==> config.mk <==
export PLATFORM = sky130hd
export DESIGN_NAME = uart_rx
export DESIGN_NICKNAME = d
export VERILOG_FILES = /design/src/rtl/uart_rx.sv
export SDC_FILE = /design/constraint.sdc
export NUM_CORES = 1
export LEC_CHECK = 0
export CAP_MARGIN = 20
export CORE_UTILIZATION = 50
export DETAILED_ROUTE_END_ITERATION = 8
export PLACE_DENSITY = 0.68
export SYNTH_ARGS = -nofsm -noshare
export SYNTH_HDL_FRONTEND = slang
export SYNTH_SLANG_ARGS = --single-unit
==> constraint.sdc <==
create_clock -name clk -period 3.16 [get_ports clk]
set_input_delay 0.474 -clock clk [delete_from_list [all_inputs] [get_ports clk]]
set_output_delay 0.474 -clock clk [all_outputs]
set_load 0.01 [all_outputs]
==> src/rtl/uart_rx.sv <==
// uart_rx: 8N1 serial receiver with oversampled mid-bit sampling.
// The raw line is synchronized, a falling edge in IDLE opens a frame, the
// start bit is confirmed at its midpoint, then each data bit and the stop bit
// are sampled one full bit period apart. A good frame updates rx_data and
// pulses rx_valid; a low stop bit pulses frame_err instead.
module uart_rx #(
  parameter int BAUD_RATE    = 9600,
  parameter int SYS_CLK_FREQ = 50000000,
  parameter int OVERSAMPLE   = 16
) (
  input  logic       clk,
  input  logic       reset,
  input  logic       rx,
  output logic [7:0] rx_data,
  output logic       rx_valid,
  output logic       frame_err,
  output logic       busy
);

  localparam int DIV = SYS_CLK_FREQ / (BAUD_RATE * OVERSAMPLE);
  localparam int TW  = (DIV > 2) ? $clog2(DIV) : 1;
  localparam int SW  = $clog2(OVERSAMPLE);

  localparam logic [TW-1:0] TICK_LAST = TW'(DIV - 1);
  localparam logic [SW-1:0] S_LAST    = SW'(OVERSAMPLE - 1);
  localparam logic [SW-1:0] S_MID     = SW'(OVERSAMPLE / 2 - 1);

  typedef enum logic [1:0] {IDLE, START, DATA, STOP} state_t;

  state_t          state_reg, state_next;
  logic            rx_meta_reg, rx_s_reg;
  logic [1:0]      sync_ok_reg;
  logic            rx_prev_reg;
  logic [TW-1:0]   tick_cnt_reg;
  logic [SW-1:0]   s_reg;
  logic [2:0]      index_reg;
  logic [7:0]      shift_reg;
  logic            tick;
  logic            sample_bit;
  logic            stop_good;
  logic            stop_bad;

  // Two-flop synchronizer; rx_prev only takes values once rx_s reflects the
  // real line, so the forced-high reset value never fakes a falling edge.
  always_ff @(posedge clk or posedge reset) begin
    if (reset) begin
      rx_meta_reg <= 1'b1;
      rx_s_reg    <= 1'b1;
      sync_ok_reg <= 2'b00;
      rx_prev_reg <= 1'b0;
    end else begin
      rx_meta_reg <= rx;
      rx_s_reg    <= rx_meta_reg;
      sync_ok_reg <= {sync_ok_reg[0], 1'b1};
      rx_prev_reg <= rx_s_reg & sync_ok_reg[1];
    end
  end

  assign tick = (tick_cnt_reg == TICK_LAST);

  // Next-state logic and per-tick sampling strobes.
  always_comb begin
    state_next = state_reg;
    sample_bit = 1'b0;
    stop_good  = 1'b0;
    stop_bad   = 1'b0;
    case (state_reg)
      IDLE: begin
        if (rx_prev_reg && !rx_s_reg) state_next = START;
      end
      START: begin
        if (tick && s_reg == S_MID) state_next = rx_s_reg ? IDLE : DATA;
      end
      DATA: begin
        if (tick && s_reg == S_LAST) begin
          sample_bit = 1'b1;
          if (index_reg == 3'd7) state_next = STOP;
        end
      end
      STOP: begin
        if (tick && s_reg == S_LAST) begin
          state_next = IDLE;
          stop_good  = rx_s_reg;
          stop_bad   = !rx_s_reg;
        end
      end
      default: state_next = IDLE;
    endcase
  end

  assign busy = (state_reg != IDLE);

  // State register, tick divider, sample counter and bit index.
  always_ff @(posedge clk or posedge reset) begin
    if (reset) begin
      state_reg    <= IDLE;
      tick_cnt_reg <= '0;
      s_reg        <= '0;
      index_reg    <= 3'd0;
    end else begin
      state_reg <= state_next;
      if (state_reg == IDLE || tick) tick_cnt_reg <= '0;
      else                           tick_cnt_reg <= tick_cnt_reg + TW'(1);
      if (state_next != state_reg)   s_reg <= '0;
      else if (tick)                 s_reg <= (s_reg == S_LAST) ? '0 : s_reg + SW'(1);
      if (state_reg == START)        index_reg <= 3'd0;
      else if (sample_bit)           index_reg <= index_reg + 3'd1;
    end
  end

  // Shift register: each bit captures the line at its own mid-bit sample.
  genvar gi;
  generate
    for (gi = 0; gi < 8; gi++) begin : g_shift
      always_ff @(posedge clk or posedge reset) begin
        if (reset)                                   shift_reg[gi] <= 1'b0;
        else if (sample_bit && index_reg == 3'(gi))  shift_reg[gi] <= rx_s_reg;
      end
    end
  endgenerate

  // Registered result: data and one-cycle pulses issued from the stop sample.
  always_ff @(posedge clk or posedge reset) begin
    if (reset) begin
      rx_data   <= 8'h00;
      rx_valid  <= 1'b0;
      frame_err <= 1'b0;
    end else begin
      rx_valid  <= stop_good;
      frame_err <= stop_bad;
      if (stop_good) rx_data <= shift_reg;
    end
  end

endmodule

==> flow_metrics.tcl <==
set metrics [dict create \
    fin_crit_sh 0.731 \
    yosysTopAreaCell "dfrtp_1" \
    yosysUniqueCellTypes 40 \
    io_pins 14 \
    finalHoldViolations 0 \
    ys_seq_area_frac 0.514 \
    gr-total-overflow 0 \
    cts_tree "yes" \
    status "completed" \
    worst_pin_slew_ns 0.558 \
    setup_viol 0 \
    grt_pass1_wl_mm 6.20 \
    largest_reg_flops 9 \
    firstDrtPassIters 4 \
    drt_iter0_markers 58 \
    period_minus_slack_ns 2.31 \
    wl_per_cell_um 15.2 \
    postCtsHoldBufs 0 \
    arrival_ns 1.84 \
    drv_cap 0 \
    worstSetupPathType "flip-flop to primary output" \
    rows 22 \
    slew_headroom 0.628 \
    vias 1327 \
    synth_warnings 0 \
    die-area_mm2 0.00426 \
    clkTransAtPathRegs_ns 0.07 \
    fmax_mhz 433 \
    hold_path_class "flip-flop to flip-flop" \
    ys.flop_type "dfrtp_1" \
    layout.nets 201 \
    coreArea_mm2 0.00374 \
    tns_ns 0 \
    critPathLaunchType "flip-flop" \
    syn_to_final_growth_pct 13.6 \
    endpoint_kind "primary output" \
    viasPerCell 5.58 \
    worst-path-max-fanout 15 \
    rsz0062_at_grt "no" \
    synth_edf_count 0 \
    final_cells 238 \
    rr_startpoint "s_reg[0]$_DFFE_PP0P_" \
    antenna_left 0 \
    finClkSkew_ns 0.00394 \
    antenna_found_initial 0 \
    avgSynthCellArea_um2 11.6 \
    synthTopCellsByCount "dfrtp_1, nor2_1, nand3_1" \
    yosysTopAreaCellShare 0.488 \
    hold-path-cell-count 0 \
    synth_cells 172 \
    drc 0 \
    top_layer_used "met4" \
    min_to "sync_ok_reg[1]$_DFF_PP0_" \
    peakVddDrop_mv 0.310 \
    postCtsSetupRepairBufs 0 \
    root_buffer "clkbuf_8" \
    synth.most_common_cell "dfrtp_1" \
    die_y_um 65.2 \
    cp.required_ns 2.69 \
    clock-sinks 41 \
    gp_congestion 0.789 \
    n_antenna_cell 0 \
    powerDensity_mw_per_mm2 477 \
    wl_met3_um 130 \
    r2r_slack_ns 1.07 \
    grt_pass1_vias 1347 \
    slew_viol_final 0 \
    io_buffers 13 \
    track_usage 0.199 \
    p_leak_nw 1.02 \
    initial_utilization 0.534 \
    drive_gt1_frac 0.147 \
    synth_area_leaders "dfrtp_1, ha_1, mux2_2" \
    grt_max_degree 42 \
    power_mw 1.08 \
    r2r-end "shift_reg[6]$_DFFE_PP0P_" \
    hold_start "sync_ok_reg[0]$_DFF_PP0_" \
    wirelength_mm 3.61 \
    clock_path_buffers 2 \
    clkLatencyLatePin_ns 0.29 \
    dr_wl_met2_mm 1.78 \
    wl_met1_mm 1.64 \
    hpwl_mm 2.54 \
    syn_nets 184 \
    dp.cells 230 \
    synthArstFlopShare 1.00 \
    cts_buffers 5 \
    cts_resized 0 \
    netlist_area_mm2 0.00200 \
    reg2regPathDepth 5 \
    htree_num_levels 2 \
    die_x_um 65.2 \
    synth.ff_latch_count 41 \
]
[worst max-delay path, cell delays in order, from the launching register on]
cell and delay [ns]:
dfrtp_1 0.70, nor2_1 0.18, inv_1 0.13, clkdlybuf4s50_1 0.54
[report_power, final]
group | switching [mW] | internal [mW]
logic | 0.0719 | 0.0581
clock network | 0.166 | 0.178
registers | 0.0525 | 0.558
total | 0.290 | 0.794
[cell families after synthesis]
| group | share of synthesized area |
|---|---|
| other | 0.00188 |
| muxes | 0.0951 |
| xor gates and xnor gates | 0.0394 |
| DFF | 0.514 |
| buffers and inverters | 0.0263 |
| and+or+nand+nor | 0.212 |
| adders and majority gates | 0.0563 |
| AOI/OAI and AO/OA | 0.0551 |
[cell usage in the layout, fill, tap and decap left out, types with 3 or more instances in the layout]
master	count
xor2_1	3
clkdlybuf4s50_1	13
inv_1	10
nand2_1	11
ha_1	9
nand3_1	12
mux2_1	6
nand4_1	3
dfrtp_1	39
nor2_1	16
nor3_1	9
clkbuf_8	6
mux2_2	10
o21ai_0	3
xnor2_1	6
[final cells by class]
type	instances	area (µm²)
inverters	10	37.5
fillers	323	1470
flip-flops and latches	41	1030
multi-input cells	117	918
clock buffers	8	90.1
repair buffers	14	138
well taps	48	60.1
[through the flow]
step | utilization | hold WS, ns | area, µm² | worst slack [ns]
2_1_floorplan | - | 0.331 | 2000 | 1.39
3_3_place_gp | 0.583 | 0.335 | 2180 | 1.19
3_5_place_dp | 0.583 | 0.342 | 2180 | 1.09
4_1_cts | 0.607 | 0.359 | 2270 | 0.842
5_1_grt | 0.607 | 0.359 | 2270 | 0.749
6_report | 0.607 | 0.355 | 2270 | 0.849
[worst max-delay path by stage]
stage                                 from                       end
finish              state_reg[1]$_DFF_PP0_                      busy
global route        state_reg[1]$_DFF_PP0_                      busy
CTS                 state_reg[1]$_DFF_PP0_                      busy
detailed placement    s_reg[0]$_DFFE_PP0P_  shift_reg[6]$_DFFE_PP0P_
global placement      s_reg[0]$_DFFE_PP0P_  shift_reg[5]$_DFFE_PP0P_
floorplan             s_reg[0]$_DFFE_PP0P_  shift_reg[4]$_DFFE_PP0P_
[metal layers]
metal	global-route usage	vias to the layer above
li1	-	637
met1	0.248	663
met2	0.317	22
met3	0.0625	5
met4	0.0870	0
met5	0	-
No activity file was read; power rests on OpenSTA's default activity.
